## src/rtl/ex_mem_result_stage_pkg.sv

```systemverilog
// Shared definitions for the EX/MEM result stage: access sizes, occupancy
// states and the layout width of one captured instruction entry.
package ex_mem_result_stage_pkg;

    localparam logic [1:0] SZ_BYTE = 2'b00;
    localparam logic [1:0] SZ_HALF = 2'b01;
    localparam logic [1:0] SZ_WORD = 2'b10;

    typedef enum logic [1:0] {
        ST_EMPTY = 2'd0,
        ST_ONE   = 2'd1,
        ST_FULL  = 2'd2
    } occ_state_t;

    // reg_write, mem_read, mem_write, funct3[2:0], misaligned
    localparam int ENTRY_CTRL_W = 7;

    function automatic int entry_width(input int xlen, input int reg_addr_w);
        return 2 * xlen + reg_addr_w + ENTRY_CTRL_W;
    endfunction

    localparam int ENTRY_W = entry_width(32, 5);

    function automatic logic is_misaligned(input logic       mem_access,
                                           input logic [1:0] size,
                                           input logic [1:0] addr_lo);
        logic bad;
        bad = 1'b0;
        if (size == SZ_HALF) bad = addr_lo[0];
        else if (size == SZ_WORD) bad = (addr_lo != 2'b00);
        return mem_access & bad;
    endfunction

endpackage

```

## src/rtl/ex_mem_result_stage_if.sv

```systemverilog
// Handshake bundle between EX, the EX/MEM result stage and the memory stage,
// including the forwarding tap back into EX.
interface ex_mem_result_stage_if #(
    parameter int XLEN       = 32,
    parameter int REG_ADDR_W = 5
);
    logic                  FLUSH;
    logic                  IN_VALID;
    logic                  IN_READY;
    logic [XLEN-1:0]       ALU_OUTPUT;
    logic [REG_ADDR_W-1:0] RD_ADDR;
    logic                  REG_WRITE;
    logic                  MEM_READ;
    logic                  MEM_WRITE;
    logic [XLEN-1:0]       STORE_DATA;
    logic [2:0]            FUNCT3;
    logic                  OUT_VALID;
    logic                  OUT_READY;
    logic [XLEN-1:0]       OUT_ALU_RESULT;
    logic [REG_ADDR_W-1:0] OUT_RD_ADDR;
    logic                  OUT_REG_WRITE;
    logic                  OUT_MEM_READ;
    logic                  OUT_MEM_WRITE;
    logic [XLEN-1:0]       OUT_STORE_DATA;
    logic [2:0]            OUT_FUNCT3;
    logic                  OUT_MISALIGNED;
    logic                  FWD_VALID;
    logic [REG_ADDR_W-1:0] FWD_RD_ADDR;
    logic [XLEN-1:0]       FWD_DATA;

    modport slave (
        input  FLUSH, IN_VALID, ALU_OUTPUT, RD_ADDR, REG_WRITE, MEM_READ,
               MEM_WRITE, STORE_DATA, FUNCT3, OUT_READY,
        output IN_READY, OUT_VALID, OUT_ALU_RESULT, OUT_RD_ADDR, OUT_REG_WRITE,
               OUT_MEM_READ, OUT_MEM_WRITE, OUT_STORE_DATA, OUT_FUNCT3,
               OUT_MISALIGNED, FWD_VALID, FWD_RD_ADDR, FWD_DATA
    );

    modport master (
        output FLUSH, IN_VALID, ALU_OUTPUT, RD_ADDR, REG_WRITE, MEM_READ,
               MEM_WRITE, STORE_DATA, FUNCT3, OUT_READY,
        input  IN_READY, OUT_VALID, OUT_ALU_RESULT, OUT_RD_ADDR, OUT_REG_WRITE,
               OUT_MEM_READ, OUT_MEM_WRITE, OUT_STORE_DATA, OUT_FUNCT3,
               OUT_MISALIGNED, FWD_VALID, FWD_RD_ADDR, FWD_DATA
    );
endinterface

```

## src/rtl/ex_mem_entry_reg.sv

```systemverilog
// One payload slot of the result stage: loads on enable, clears on reset,
// otherwise holds. Validity lives in the parent's occupancy state.
module ex_mem_entry_reg #(
    parameter int W = 8
) (
    input  logic         clk,
    input  logic         rst_n,
    input  logic         load,
    input  logic [W-1:0] d,
    output logic [W-1:0] q
);

    always_ff @(posedge clk or negedge rst_n) begin
        if (!rst_n) q <= '0;
        else if (load) q <= d;
    end

endmodule

```

## src/rtl/ex_mem_result_stage.sv

```systemverilog
// EX/MEM boundary register with a two-entry skid buffer so the memory stage
// can stall without a combinational ready path back into EX.
module ex_mem_result_stage
    import ex_mem_result_stage_pkg::*;
#(
    parameter int XLEN       = 32,
    parameter int REG_ADDR_W = 5
) (
    input  logic                CLK,
    input  logic                RST_N,
    ex_mem_result_stage_if.slave bus
);

    localparam int EW      = entry_width(XLEN, REG_ADDR_W);
    localparam int OFF_MR  = 5;
    localparam int OFF_RW  = 6;
    localparam int OFF_RD  = 7;
    localparam int OFF_ALU = 7 + REG_ADDR_W + XLEN;

    occ_state_t      state;
    logic            in_ready_q;
    logic            main_valid, skid_valid, accept, drain;
    logic            load_new_main, load_skid, move_skid, main_load;
    logic            new_rw, new_mis;
    logic [EW-1:0]   new_entry, main_d, main_q, skid_q;
    logic            fwd_rw, fwd_mr, fwd_ok;
    logic [REG_ADDR_W-1:0] fwd_rd;
    logic [XLEN-1:0] fwd_alu;

    assign main_valid = (state != ST_EMPTY);
    assign skid_valid = (state == ST_FULL);
    assign accept     = bus.IN_VALID & in_ready_q;
    assign drain      = main_valid & bus.OUT_READY;

    // rd==0 never writes, so the forwarding tap can never match x0.
    assign new_rw    = bus.REG_WRITE & (bus.RD_ADDR != '0);
    assign new_mis   = is_misaligned(bus.MEM_READ | bus.MEM_WRITE, bus.FUNCT3[1:0],
                                     bus.ALU_OUTPUT[1:0]);
    assign new_entry = {bus.ALU_OUTPUT, bus.STORE_DATA, bus.RD_ADDR, new_rw,
                        bus.MEM_READ, bus.MEM_WRITE, bus.FUNCT3, new_mis};

    always_comb begin
        load_new_main = 1'b0;
        load_skid     = 1'b0;
        move_skid     = 1'b0;
        if (!bus.FLUSH) begin
            unique case (state)
                ST_EMPTY: load_new_main = accept;
                ST_ONE: begin
                    load_new_main = accept & drain;
                    load_skid     = accept & ~drain;
                end
                ST_FULL:  move_skid = drain;
                default: ;
            endcase
        end
    end

    assign main_load = load_new_main | move_skid;
    assign main_d    = move_skid ? skid_q : new_entry;

    ex_mem_entry_reg #(.W(EW)) u_main (
        .clk(CLK), .rst_n(RST_N), .load(main_load), .d(main_d), .q(main_q)
    );

    ex_mem_entry_reg #(.W(EW)) u_skid (
        .clk(CLK), .rst_n(RST_N), .load(load_skid), .d(new_entry), .q(skid_q)
    );

    // IN_READY comes straight from a flop so OUT_READY never reaches it.
    always_ff @(posedge CLK or negedge RST_N) begin
        if (!RST_N) begin
            state      <= ST_EMPTY;
            in_ready_q <= 1'b1;
        end else if (bus.FLUSH) begin
            state      <= ST_EMPTY;
            in_ready_q <= 1'b1;
        end else begin
            unique case (state)
                ST_EMPTY: if (accept) state <= ST_ONE;
                ST_ONE: begin
                    if (accept && !drain) begin
                        state      <= ST_FULL;
                        in_ready_q <= 1'b0;
                    end else if (!accept && drain) begin
                        state <= ST_EMPTY;
                    end
                end
                ST_FULL: begin
                    if (drain) begin
                        state      <= ST_ONE;
                        in_ready_q <= 1'b1;
                    end
                end
                default: begin
                    state      <= ST_EMPTY;
                    in_ready_q <= 1'b1;
                end
            endcase
        end
    end

    assign bus.IN_READY  = in_ready_q;
    assign bus.OUT_VALID = main_valid;
    assign {bus.OUT_ALU_RESULT, bus.OUT_STORE_DATA, bus.OUT_RD_ADDR, bus.OUT_REG_WRITE,
            bus.OUT_MEM_READ, bus.OUT_MEM_WRITE, bus.OUT_FUNCT3, bus.OUT_MISALIGNED} = main_q;

    // The youngest entry feeds forwarding; loads are excluded since data is not back yet.
    assign fwd_rw  = skid_valid ? skid_q[OFF_RW] : main_q[OFF_RW];
    assign fwd_mr  = skid_valid ? skid_q[OFF_MR] : main_q[OFF_MR];
    assign fwd_rd  = skid_valid ? skid_q[OFF_RD +: REG_ADDR_W] : main_q[OFF_RD +: REG_ADDR_W];
    assign fwd_alu = skid_valid ? skid_q[OFF_ALU +: XLEN] : main_q[OFF_ALU +: XLEN];
    assign fwd_ok  = main_valid & fwd_rw & ~fwd_mr;

    assign bus.FWD_VALID   = fwd_ok;
    assign bus.FWD_RD_ADDR = fwd_ok ? fwd_rd : '0;
    assign bus.FWD_DATA    = fwd_ok ? fwd_alu : '0;

endmodule
```

## src/flat_wrapper.sv

```systemverilog
// flat-port wrapper written by rule: the top's interface ports become plain ports
module ex_mem_result_stage_flat import ex_mem_result_stage_pkg::*;
#(
    parameter int XLEN       = 32,
    parameter int REG_ADDR_W = 5
)
  (CLK, RST_N, bus_FLUSH, bus_IN_VALID, bus_ALU_OUTPUT, bus_RD_ADDR, bus_REG_WRITE, bus_MEM_READ, bus_MEM_WRITE, bus_STORE_DATA, bus_FUNCT3, bus_OUT_READY, bus_IN_READY, bus_OUT_VALID, bus_OUT_ALU_RESULT, bus_OUT_RD_ADDR, bus_OUT_REG_WRITE, bus_OUT_MEM_READ, bus_OUT_MEM_WRITE, bus_OUT_STORE_DATA, bus_OUT_FUNCT3, bus_OUT_MISALIGNED, bus_FWD_VALID, bus_FWD_RD_ADDR, bus_FWD_DATA);
  ex_mem_result_stage_if #(.XLEN(XLEN), .REG_ADDR_W(REG_ADDR_W)) bus_i ();
  input  logic CLK;
  input  logic RST_N;
  input wire logic [$bits(bus_i.FLUSH)-1:0] bus_FLUSH;
  input wire logic [$bits(bus_i.IN_VALID)-1:0] bus_IN_VALID;
  input wire logic [$bits(bus_i.ALU_OUTPUT)-1:0] bus_ALU_OUTPUT;
  input wire logic [$bits(bus_i.RD_ADDR)-1:0] bus_RD_ADDR;
  input wire logic [$bits(bus_i.REG_WRITE)-1:0] bus_REG_WRITE;
  input wire logic [$bits(bus_i.MEM_READ)-1:0] bus_MEM_READ;
  input wire logic [$bits(bus_i.MEM_WRITE)-1:0] bus_MEM_WRITE;
  input wire logic [$bits(bus_i.STORE_DATA)-1:0] bus_STORE_DATA;
  input wire logic [$bits(bus_i.FUNCT3)-1:0] bus_FUNCT3;
  input wire logic [$bits(bus_i.OUT_READY)-1:0] bus_OUT_READY;
  output wire logic [$bits(bus_i.IN_READY)-1:0] bus_IN_READY;
  output wire logic [$bits(bus_i.OUT_VALID)-1:0] bus_OUT_VALID;
  output wire logic [$bits(bus_i.OUT_ALU_RESULT)-1:0] bus_OUT_ALU_RESULT;
  output wire logic [$bits(bus_i.OUT_RD_ADDR)-1:0] bus_OUT_RD_ADDR;
  output wire logic [$bits(bus_i.OUT_REG_WRITE)-1:0] bus_OUT_REG_WRITE;
  output wire logic [$bits(bus_i.OUT_MEM_READ)-1:0] bus_OUT_MEM_READ;
  output wire logic [$bits(bus_i.OUT_MEM_WRITE)-1:0] bus_OUT_MEM_WRITE;
  output wire logic [$bits(bus_i.OUT_STORE_DATA)-1:0] bus_OUT_STORE_DATA;
  output wire logic [$bits(bus_i.OUT_FUNCT3)-1:0] bus_OUT_FUNCT3;
  output wire logic [$bits(bus_i.OUT_MISALIGNED)-1:0] bus_OUT_MISALIGNED;
  output wire logic [$bits(bus_i.FWD_VALID)-1:0] bus_FWD_VALID;
  output wire logic [$bits(bus_i.FWD_RD_ADDR)-1:0] bus_FWD_RD_ADDR;
  output wire logic [$bits(bus_i.FWD_DATA)-1:0] bus_FWD_DATA;
  assign bus_i.FLUSH = bus_FLUSH;
  assign bus_i.IN_VALID = bus_IN_VALID;
  assign bus_i.ALU_OUTPUT = bus_ALU_OUTPUT;
  assign bus_i.RD_ADDR = bus_RD_ADDR;
  assign bus_i.REG_WRITE = bus_REG_WRITE;
  assign bus_i.MEM_READ = bus_MEM_READ;
  assign bus_i.MEM_WRITE = bus_MEM_WRITE;
  assign bus_i.STORE_DATA = bus_STORE_DATA;
  assign bus_i.FUNCT3 = bus_FUNCT3;
  assign bus_i.OUT_READY = bus_OUT_READY;
  assign bus_IN_READY = bus_i.IN_READY;
  assign bus_OUT_VALID = bus_i.OUT_VALID;
  assign bus_OUT_ALU_RESULT = bus_i.OUT_ALU_RESULT;
  assign bus_OUT_RD_ADDR = bus_i.OUT_RD_ADDR;
  assign bus_OUT_REG_WRITE = bus_i.OUT_REG_WRITE;
  assign bus_OUT_MEM_READ = bus_i.OUT_MEM_READ;
  assign bus_OUT_MEM_WRITE = bus_i.OUT_MEM_WRITE;
  assign bus_OUT_STORE_DATA = bus_i.OUT_STORE_DATA;
  assign bus_OUT_FUNCT3 = bus_i.OUT_FUNCT3;
  assign bus_OUT_MISALIGNED = bus_i.OUT_MISALIGNED;
  assign bus_FWD_VALID = bus_i.FWD_VALID;
  assign bus_FWD_RD_ADDR = bus_i.FWD_RD_ADDR;
  assign bus_FWD_DATA = bus_i.FWD_DATA;
  ex_mem_result_stage #(.XLEN(XLEN), .REG_ADDR_W(REG_ADDR_W)) u_core (.CLK(CLK), .RST_N(RST_N), .bus(bus_i));
endmodule
```

## config.mk

```make
export PLATFORM = sky130hd
export DESIGN_NAME = ex_mem_result_stage_flat
export DESIGN_NICKNAME = d
export VERILOG_FILES = /design/src/rtl/ex_mem_result_stage_pkg.sv /design/src/rtl/ex_mem_result_stage_if.sv /design/src/rtl/ex_mem_entry_reg.sv /design/src/rtl/ex_mem_result_stage.sv /design/src/flat_wrapper.sv
export SDC_FILE = /design/constraint.sdc
export NUM_CORES = 1
export LEC_CHECK = 0
export CAP_MARGIN = 30
export CORE_ASPECT_RATIO = 0.8
export CORE_UTILIZATION = 53
export CTS_CLUSTER_SIZE = 30
export DETAILED_ROUTE_END_ITERATION = 8
export PLACE_DENSITY = 0.86
export RECOVER_POWER = 25
export SYNTH_ARGS = -nofsm -noshare
export SYNTH_HDL_FRONTEND = slang
export SYNTH_HIERARCHICAL = 1
export SYNTH_SLANG_ARGS = --single-unit
```

## constraint.sdc

```tcl
create_clock -name CLK -period 5.6 [get_ports CLK]
set_input_delay 1.12 -clock CLK [delete_from_list [all_inputs] [get_ports CLK]]
set_output_delay 1.12 -clock CLK [all_outputs]
set_load 0.005 [all_outputs]
```

# After elaboration in Yosys (flattened, before gate mapping)
# Cells that the tools add are included.
classes:
  eq_ne: 9
  mux: 25
  bitwise: 12
  n_reduce_logical: 10
op_table:
  columns: ["operator", "n"]
  rows:
  - ["$mux 76", 1]
  - ["$mux 32", 2]
  - ["$mux 1", 12]
  - ["$mux 2", 5]
  - ["$mux 5", 2]
  - ["$and 1x1->1", 8]
  - ["$ne 3x2->1 const B", 2]
  - ["$pmux 2 s3", 1]
  - ["$reduce_and 3->1", 2]
  - ["$reduce_bool 5->1", 1]
  - ["$eq 2x1->1 const B", 2]
  - ["$eq 2x2->1 const B", 2]
  - ["$ne 4x2->1 const B", 1]
  - ["$reduce_bool 2->1", 2]
  - ["$ne 3x3->1 const B", 1]
  - ["$pmux 1 s3", 1]
  - ["$logic_and 1x1->1", 2]
  - ["$logic_not 1->1", 2]
  - ["$logic_not 2->1", 1]
  - ["$ne 2x2->1 const B", 1]
  - ["$not 1->1", 2]
  - ["$or 1x1->1", 2]
  - ["$pmux 1 s2", 1]
word_totals:
  reg_bits: 155
  in_bits: 80
  out_inout_bits: 116
  elab_cells: 60

# Longest topological paths before layout
# Gate-level depths: netlist of the first run.
logic_depth:
  ltp_word: 7
  mapped_depth: 9
  depth_no_buf: 7

# Cells and area by module
# Netlist of the first run, hierarchy kept.
modules_own_cells:
  columns: ["module", "n_inst", "cells_per_inst", "area_each_um2", "seq_area_each_um2"]
  rows:
  - ["ex_mem_entry_reg", 2, 160, 2975.4, 1901.8]
  - ["ex_mem_result_stage", 1, 248, 1750.4, 76.3]

# Worst setup path after synthesis of the first run
# OpenSTA, ideal clock, no wires.
synth_path:
  path_type: "in2reg"
  start: "input port bus_OUT_READY"
  end: "register u_core.u_main.q[47]"
  setup_time_ps: 125
  t_arrival_ps: 2356
  t_required_ps: 5475
  slack_ps: 3118
  stages: 6
  n_path_buf: 3
  path_cell_list: "nor4bb_1 > buf_2 > buf_6 > buf_6 > mux2_1 > mux2_4"
synth_via:
  elab_cells_between_ends: 8
  classes_between: "mux (5); bitwise (3)"
synth_lines:
  columns: ["element", "line_no", "rtl"]
  rows:
  - ["start, declared", "flat_wrapper.sv:20", "input wire logic [$bits(bus_i.OUT_READY)-1:0] bus_OUT_READY;"]
  - ["$and 1x1->1", "ex_mem_result_stage.sv:33", "assign drain = main_valid & bus.OUT_READY;"]
  - ["$mux 1", "ex_mem_result_stage.sv:47", "unique case (state)"]
  - ["$mux 1", "ex_mem_result_stage.sv:46", "if (!bus.FLUSH) begin"]
  - ["$mux 76", "ex_mem_result_stage.sv:60", "assign main_d = move_skid ? skid_q : new_entry;"]
  - ["net u_core.main_d[47]", "ex_mem_result_stage.sv:25", "logic [EW-1:0] new_entry, main_d, main_q, skid_q;"]
  - ["end signal, assigned", "ex_mem_entry_reg.sv:14", "if (!rst_n) q <= '0;"]
  - ["end signal, assigned", "ex_mem_entry_reg.sv:15", "else if (load) q <= d;"]
  - ["end, declared", "ex_mem_entry_reg.sv:10", "output logic [W-1:0] q"]
# The timed path passes the listed nets, and every way through them passes these cells.
# A chain may end at the register's enable or synchronous reset.

# Worst setup path after layout of the first run
layout_path:
  start: "register u_core.state[0]"
  end: "output port bus_FWD_DATA[31]"
layout_via:
  elab_chain_len: 5
  elab_cells_between_ends: 9
  classes_between: "eq/ne (1); mux (4); bitwise (3); reduce/logical (1)"
layout_rtl:
  columns: ["element", "line_no", "rtl"]
  rows:
  - ["start, declared", "ex_mem_result_stage.sv:20", "occ_state_t state;"]
  - ["start signal, assigned", "ex_mem_result_stage.sv:73", "state <= ST_EMPTY;"]
  - ["start signal, assigned", "ex_mem_result_stage.sv:76", "state <= ST_EMPTY;"]
  - ["start signal, assigned", "ex_mem_result_stage.sv:80", "ST_EMPTY: if (accept) state <= ST_ONE;"]
  - ["$eq 2x2->1", "ex_mem_result_stage.sv:31", "assign skid_valid = (state == ST_FULL);"]
  - ["$mux 1, on equally long branches", "ex_mem_result_stage.sv:109, ex_mem_result_stage.sv:110", null]
  - ["$and 1x1->1 or $not 1->1 (tied branches)", "ex_mem_result_stage.sv:113", "assign fwd_ok = main_valid & fwd_rw & ~fwd_mr;"]
  - ["$and 1x1->1", "ex_mem_result_stage.sv:113", null]
  - ["$mux 32 (*)", "ex_mem_result_stage.sv:117", "assign bus.FWD_DATA = fwd_ok ? fwd_alu : '0;"]
  - ["end, declared", "flat_wrapper.sv:33", "output wire logic [$bits(bus_i.FWD_DATA)-1:0] bus_FWD_DATA;"]
# Every way passes the cells marked *; elsewhere a longest branch is shown, timed or not.

==> impl_results.md, run 1 <==
- Worst slew pin tran: 2520 ps
- Data arrival time at the worst-slack endpoint: 2710 ps
- Total via count after detailed routing: 5,168
- Antenna Cells: 0
- Outcome: finished, violations left
- Number of gates resized after cts: 0
- Global-route wire length before repair: 28,100 um
- Worst flop-to-flop path endpoint: u_core/u_main/q[33]
- Final period demand of the worst path: 3830 ps
- Grt ovf: 0
- Setup fix buffers added after clock tree synthesis: 0
- Final setup TNS: 0 ps
- Endpoint of the worst hold path: u_core/u_skid/q[2]
- Reg2Reg Setup Slack: 2680 ps
- Number of enable-type register cells in the synthesized netlist: 0
- Most used cells in the layout excluding fill and tap cells: sky130_fd_sc_hd__clkdlybuf4s50_1 (194), sky130_fd_sc_hd__dfrtp_1 (154), sky130_fd_sc_hd__mux2_2 (119), sky130_fd_sc_hd__nand2_1 (80), sky130_fd_sc_hd__mux2_4 (80)
- Cell Area, Synth: 7700 um2
- Final setup viols: 0
- Min-Delay Path Depth: 1
- Clock tree skew after final layout: 6.99 ps
- Filler Cell Count: 937
- Yosys cell types: 30
- Ports placed on the boundary: 196
- Average via count per standard cell: 5.43
- CTS root buf: sky130_fd_sc_hd__clkbuf_16
- Delay contributed by the slowest stage of the critical path: 540 ps
- Setup repair after global routing missed its margin: false
- Final worst path period share: 68.4%
- Critical R2R Launch: u_core/state[0]
- Worst Reg2Reg Path Length in Cells: 5
- Area growth from synthesis to layout: 34.8%
- Pin count of the biggest net entering global routing: 109
- Antenna-violating nets left: 0
- Final routed wirelength across all metal layers: 17,800 um
- Number of clock sinks: 155
- Count of buffers inserted at the top-level ports: 195
- Post-Syn Area per Cell: 13.6 um2
- Async set or reset register ratio after synthesis: 100%
- CTS clock-pin slew for the worst setup and hold paths: 60 ps
- Initial antenna violation count: 0
- Flip-flop and latch count after synthesis: 155
- Number of warnings printed during yosys synthesis: 6
- Placed cell count: 919
- Routability congestion estimate: 0.782
- DRC violation count after routing: 0
- Cells along the critical path: nand2b_1 -> o32a_1 -> buf_4 -> a21oi_1 -> clkdlybuf4s50_1
- PD cells: 423 nW/um2
- Worst Path Max Fanout: 24
- Starting density of the core: 54.0%
- Final-report max-slew violation count: 105
- Leakage power total: 4.38 nW
- Failing checks: max-capacitance violations, max-slew violations
- Area inside the core boundary: 14,200 um2
- Fmax achieved: 261 MHz
- Non-filler instance count after layout: 951
- Net count, final: 837
- Number of clock buffers inserted by TritonCTS: 17
- Crit Path Class: flip-flop to primary output
- Number of buffers inserted by hold repair at cts: 0
- Core Rows: 39
- Chip width: 137 um
- Hold violation count in the final report: 0
- Hpwl dp: 11,700 um
- Sequential area share after synthesis: 50.4%
- Cell with the largest stage delay on the worst path: sky130_fd_sc_hd__o32a_1
- Average routed wire per standard cell: 18.7 um
- Total iterations of the first detailed-routing run: 4
- Via count of the first global-routing pass: 5,443
- Worst slew margin relative to its limit: -67.7%
- Worst voltage drop across the vdd grid: 0.276 mV
- Max-cap check violation count: 1
- Data required time of the worst path: 4480 ps
- Flip-flop cell with the highest count after synthesis: sky130_fd_sc_hd__dfrtp_1
- Height of the chip: 110 um
- Sum of internal, switching and leakage power: 0.00439 W
- Crit path capture type: primary output
- Area of the die: 15,000 um2
- Later-pin clock latency in the skew report: 420 ps
- Total number of H-tree levels: 4
- Post-Route Hold Slack: 501 ps
- Number of instances in the synthesized netlist: 568
- Global routing usage summed across all routing layers: 24.8%
- Fraction of layout instances using a drive strength above 1: 32.1%
- Syn Nets: 650
- Drt first-iter violations: 264
- Clock tree from TritonCTS: built
- Worst Hold Launch: u_core/u_skid/q[2]
- Number of buffers between clock root and the deepest sink: 2
- Worst min-delay path category: flip-flop to flip-flop
- Most common cell after layout, fill and taps aside: sky130_fd_sc_hd__clkdlybuf4s50_1
- Kind of start point of the critical path: flip-flop
final cells by class:
type	instances	area, um2	area share (%)
flip-flops and latches	155	3880	37.4
clock inverters	10	163	1.57
clock buffers	21	480	4.63
well taps	184	230	2.22
repair buffers	205	2030	19.6
multi-input cells	373	3580	34.5
inverters	3	11.3	0.108
sequential cells by signal, summed over array words and instances, names as in the netlist:
register	cells
u_core/bus.IN_READY	1
u_core/u_skid/q	76
u_core/state	2
u_core/u_main/q	76
layer usage:
metal | vias to the layer above | routed length, um | track usage [%] | part of all wire (%)
met5 | - | 0 | 0 | 0
met4 | 0 | 148 | 7.14 | 0.83
met1 | 2608 | 7780 | 31.7 | 44
met3 | 11 | 1390 | 8.25 | 7.8
li1 | 2368 | - | - | -
met2 | 181 | 8470 | 40.2 | 48
through the flow:
stage               setup slack (ps)  utilization (%)  area (um2)
CTS                             1740             72.9       10400
global placement                2230             68.4        9740
global route                    1480             72.8       10400
finish                          1770             72.8       10400
floorplan                       3120                -        7700
detailed placement              2190             68.4        9740
report_power, final:
group / internal [W] / switching [W]
Sequential: 0.00156 / 0.000315
Combinational: 0.000897 / 0.000376
Clock: 0.000792 / 0.000449
Total: 0.00325 / 0.00114
critical path: cells and delay by family (launching register included):
| family | cells | cell delay [ps] |
|---|---|---|
| compound gates | 2 | 720 |
| buf+inv | 2 | 850 |
| flops | 1 | 500 |
| simple gates | 1 | 220 |
kinds of logic after synthesis:
group | after synthesis | share of synthesized area, %
multiplexers | 227 | 37.1
flip-flops | 155 | 50.4
AO/OA/AOI/OAI | 46 | 3.23
AND/OR/NAND/NOR | 97 | 5.20
XOR/XNOR | 1 | 0.114
buffers and inverters | 40 | 3.66
adder cells (fa/ha/maj) | 2 | 0.325
worst max path at each step:
stage,startpoint,to,slack (ps),cells after the start
after floorplan,bus_OUT_READY,u_core/u_main/q[47],3120,6
after global placement,bus_FLUSH,u_core/u_main/q[12],2230,5
after detailed placement,bus_FLUSH,u_core/u_main/q[18],2190,5
after CTS,u_core/state[0],bus_FWD_DATA[31],1740,5
after global routing,RST_N,u_core/u_skid/q[11],1480,3
final,u_core/state[0],bus_FWD_DATA[31],1770,5
cell usage after synthesis, types with 2 or more instances:
| cell | count | area [um2] |
|---|---|---|
| sky130_fd_sc_hd__dfrtp_1 | 154 | 3850 |
| sky130_fd_sc_hd__mux2_2 | 119 | 1340 |
| sky130_fd_sc_hd__mux2_4 | 80 | 1200 |
| sky130_fd_sc_hd__nand2_1 | 80 | 300 |
| sky130_fd_sc_hd__a21oi_1 | 39 | 195 |
| sky130_fd_sc_hd__mux2_1 | 28 | 315 |
| sky130_fd_sc_hd__buf_2 | 15 | 75.1 |
| sky130_fd_sc_hd__buf_6 | 12 | 135 |
| sky130_fd_sc_hd__buf_4 | 6 | 45.0 |
| sky130_fd_sc_hd__nor2_1 | 5 | 18.8 |
| sky130_fd_sc_hd__clkbuf_1 | 3 | 11.3 |
| sky130_fd_sc_hd__inv_1 | 3 | 11.3 |
| sky130_fd_sc_hd__nand2b_1 | 3 | 18.8 |
| sky130_fd_sc_hd__a31oi_1 | 2 | 12.5 |
| sky130_fd_sc_hd__and2_1 | 2 | 12.5 |
| sky130_fd_sc_hd__ha_1 | 2 | 25.0 |
| sky130_fd_sc_hd__nor2b_1 | 2 | 12.5 |
No activity file was read; power rests on OpenSTA's default activity.
==> run 2: changes to the inputs <==
--- a/config.mk
+++ b/config.mk
@@ -7,10 +7,10 @@
 export LEC_CHECK = 0
 export CAP_MARGIN = 30
 export CORE_ASPECT_RATIO = 0.8
-export CORE_UTILIZATION = 53
+export CORE_UTILIZATION = 45
 export CTS_CLUSTER_SIZE = 30
 export DETAILED_ROUTE_END_ITERATION = 8
-export PLACE_DENSITY = 0.86
+export PLACE_DENSITY = 0.77
 export RECOVER_POWER = 25
 export SYNTH_ARGS = -nofsm -noshare
 export SYNTH_HDL_FRONTEND = slang
==> constraint.sdc (replaced) <==
create_clock -name CLK -period 3.5 [get_ports CLK]
set_input_delay 0.7 -clock CLK [delete_from_list [all_inputs] [get_ports CLK]]
set_output_delay 0.7 -clock CLK [all_outputs]
set_load 0.005 [all_outputs]
==> run 2 against run 1 <==
The run still ends with max-capacitance violations, max-slew violations left. Via count down 0.21%. Core utilization down 10 points. Sequential share of layout area down 0.28 points. Die area up 17%. Global-route usage down 3.6 points. Critical path type unchanged. Largest cell class unchanged.
==> impl_results.md, run 2 (synthesis results as in run 1) <==
- Most common cell after layout, fill and taps aside: sky130_fd_sc_hd__clkdlybuf4s50_1
- Buffer and inverter count on the worst path: 2 (unchanged)
- DRC violation count after routing: 0 (unchanged)
- Final period demand of the worst path: 3360 ps
- Crit Path Class: flip-flop to primary output
- Worst slew pin tran: 2560 ps (+44.8 ps)
- Comb power frac: 29.5% (+0.5 points)
- Largest registers ranked by flip-flop count: u_core/u_main/q: 76 flops, u_core/u_skid/q: 76 flops, u_core/state: 2 flops
- Setup repair after global routing missed its margin: false
- Internal power: 0.00505 W (+55%)
- Area growth from synthesis to layout: 35.8%
- Clock tree skew after final layout: 10.7 ps (+3.70 ps)
- Worst slew margin relative to its limit: -70.7% (-3.0 points)
- Area inside the core boundary: 16,700 um2 (+17%)
- Area of the die: 17,600 um2 (+17%)
- Average routed wire per standard cell: 18.2 um (-2.7%)
- Fmax achieved: 297 MHz
- Final routed wirelength across all metal layers: 18,000 um (+1.3%)
- Height of the chip: 119 um (+8.4%)
- Worst Path Max Fanout: 24 (unchanged)
- Hpwl dp: 11,800 um (+1.5%)
- Number of clock sinks: 155 (unchanged)
- Starting density of the core: 46.2% (-7.8 points)
- Drt first-iter violations: 176 (-33%)
- Crit path capture type: primary output
- Antenna-violating nets left: 0 (unchanged)
- Clock tree from TritonCTS: built
- Later-pin clock latency in the skew report: 420 ps (about the same)
- Total via count after detailed routing: 5,157 (-0.21%)
- Outcome: finished, violations left
- Post-Route Hold Slack: 503 ps (+2.14 ps)
- Global-route wire length before repair: 28,900 um (+2.9%)
- Cells along the critical path: nand2b_2 -> o32a_1 -> buf_4 -> a21oi_1 -> clkdlybuf4s50_1
- Final setup TNS: 0 ps (unchanged)
- Worst Hold Launch: u_core/u_skid/q[41]
- Total iterations of the first detailed-routing run: 4 (unchanged)
- Final setup viols: 0 (unchanged)
- Kind of start point of the critical path: flip-flop
- Worst flop-to-flop path endpoint: u_core/u_main/q[28]
- Clock power share: 27.3% (-1.0 points)
- Endpoint of the worst hold path: u_core/u_skid/q[41]
- Via count of the first global-routing pass: 5,442 (-0.018%)
- Switching share of power: 27.0% (+1.1 points)
- Number of buffers inserted by hold repair at cts: 0 (unchanged)
- Delay contributed by the slowest stage of the critical path: 540 ps (about the same)
- Worst min-delay path category: flip-flop to flip-flop
- Final-report max-slew violation count: 57 (-46%)
- Number of cells on the critical path: 5 (unchanged)
- Net count, final: 839 (+0.24%)
- Initial antenna violation count: 1 (+1)
- Fraction of layout instances using a drive strength above 1: 32.5% (+0.39 points)
- Proportion of power drawn by flip-flops and latches: 43.3% (+0.5 points)
- Hold violation count in the final report: 0 (unchanged)
- Max-cap check violation count: 1 (unchanged)
- Net switching power figure: 0.00187 W (+64%)
- Reg2Reg Setup Slack: 1020 ps (-1660 ps)
- Critical R2R Launch: u_core/state[1]
- Core Rows: 42 (+7.7%)
- Count of buffers inserted at the top-level ports: 195 (unchanged)
- Grt ovf: 0 (unchanged)
- Leakage power total: 4.39 nW (about the same)
- Number of clock buffers inserted by TritonCTS: 17 (unchanged)
- CP top delay family: buffers and inverters
- Setup fix buffers added after clock tree synthesis: 0 (unchanged)
- PD cells: 662 nW/um2 (+56%)
- Pin count of the biggest net entering global routing: 73 (-33%)
- Chip width: 148 um (+8.4%)
- Data required time of the worst path: 2800 ps (-1680 ps)
- Number of gates resized after cts: 0 (unchanged)
- Most used cells in the layout excluding fill and tap cells: sky130_fd_sc_hd__clkdlybuf4s50_1 (194), sky130_fd_sc_hd__dfrtp_1 (154), sky130_fd_sc_hd__mux2_2 (119), sky130_fd_sc_hd__nand2_1 (80), sky130_fd_sc_hd__mux2_4 (80)
- CTS root buf: sky130_fd_sc_hd__clkbuf_16
- Data arrival time at the worst-slack endpoint: 2660 ps (-50 ps)
- Min-Delay Path Depth: 1 (unchanged)
- Worst voltage drop across the vdd grid: 0.322 mV (+17%)
- Average via count per standard cell: 5.20 (-4.2%)
- Worst Reg2Reg Path Length in Cells: 5 (unchanged)
- Failing checks: max-capacitance violations, max-slew violations
- Global routing usage summed across all routing layers: 21.1% (-3.6 points)
- Ports placed on the boundary: 196 (unchanged)
- Number of buffers between clock root and the deepest sink: 2 (unchanged)
- Final worst path period share: 96.1%
- CTS clock-pin slew for the worst setup and hold paths: 60 ps (about the same)
- Cell with the largest stage delay on the worst path: sky130_fd_sc_hd__clkdlybuf4s50_1
- Total number of H-tree levels: 4 (unchanged)
- Routability congestion estimate: 0.827 (+5.8%)
## run 2: layout make-up
type,count,area [um2]
Fill cell,1267,6200
Clock inverter,13,155
Tap cell,220,275
Timing Repair Buffer,207,2090
Antenna cell,1,2.50
Multi-Input combinational cell,373,3590
Sequential cell,155,3880
Clock buffer,19,453
Inverter,3,11.3
## run 2: worst reg2reg max path: cells and delay by family (launching register included)
family,cells,cell delay [ps]
simple gates,2,800
flops,1,470
mux,1,440
buf+inv,1,410
compound gates,1,250
## run 2: layer usage
| layer | up-vias | share of wire [%] | wire length [um] | track usage, % |
|---|---|---|---|---|
| met1 | 2606 | 46 | 8230 | 27.9 |
| li1 | 2380 | - | - | - |
| met5 | - | 0 | 0 | 0 |
| met3 | 19 | 6.0 | 1080 | 5.79 |
| met4 | 0 | 1.2 | 208 | 6.06 |
| met2 | 152 | 47 | 8500 | 34.0 |
## run 2: power groups by stage
stage               combinational, W  clock (W)  sequential (W)
CTS                          0.00206    0.00194         0.00300
global route                 0.00218    0.00202         0.00309
global placement             0.00199          0         0.00295
floorplan                    0.00109          0         0.00290
detailed placement           0.00205          0         0.00301
finish                       0.00204    0.00189         0.00299
## run 2: through the flow
stage,area (um2),std cells,setup WS (ps),power (W),utilization [%]
global placement,9860,958,592,0.00494,59.2
detailed placement,9860,958,510,0.00506,59.2
global route,10500,990,18.8,0.00729,62.8
finish,10500,991,138,0.00692,62.8
CTS,10500,990,120,0.00700,62.8
floorplan,7700,568,1370,0.00399,-
## run 2: worst max path at each step
stage / to / from / slack (ps)
final: bus_FWD_DATA[17] / u_core/state[0] / 140
after floorplan: u_core/u_skid/q[34] / u_core/state[0] / 1370
after CTS: bus_FWD_DATA[17] / u_core/state[0] / 120
after global routing: bus_FWD_DATA[21] / u_core/state[0] / 20
after detailed placement: u_core/u_main/q[7] / bus_FLUSH / 510
after global placement: u_core/u_main/q[17] / bus_FLUSH / 590
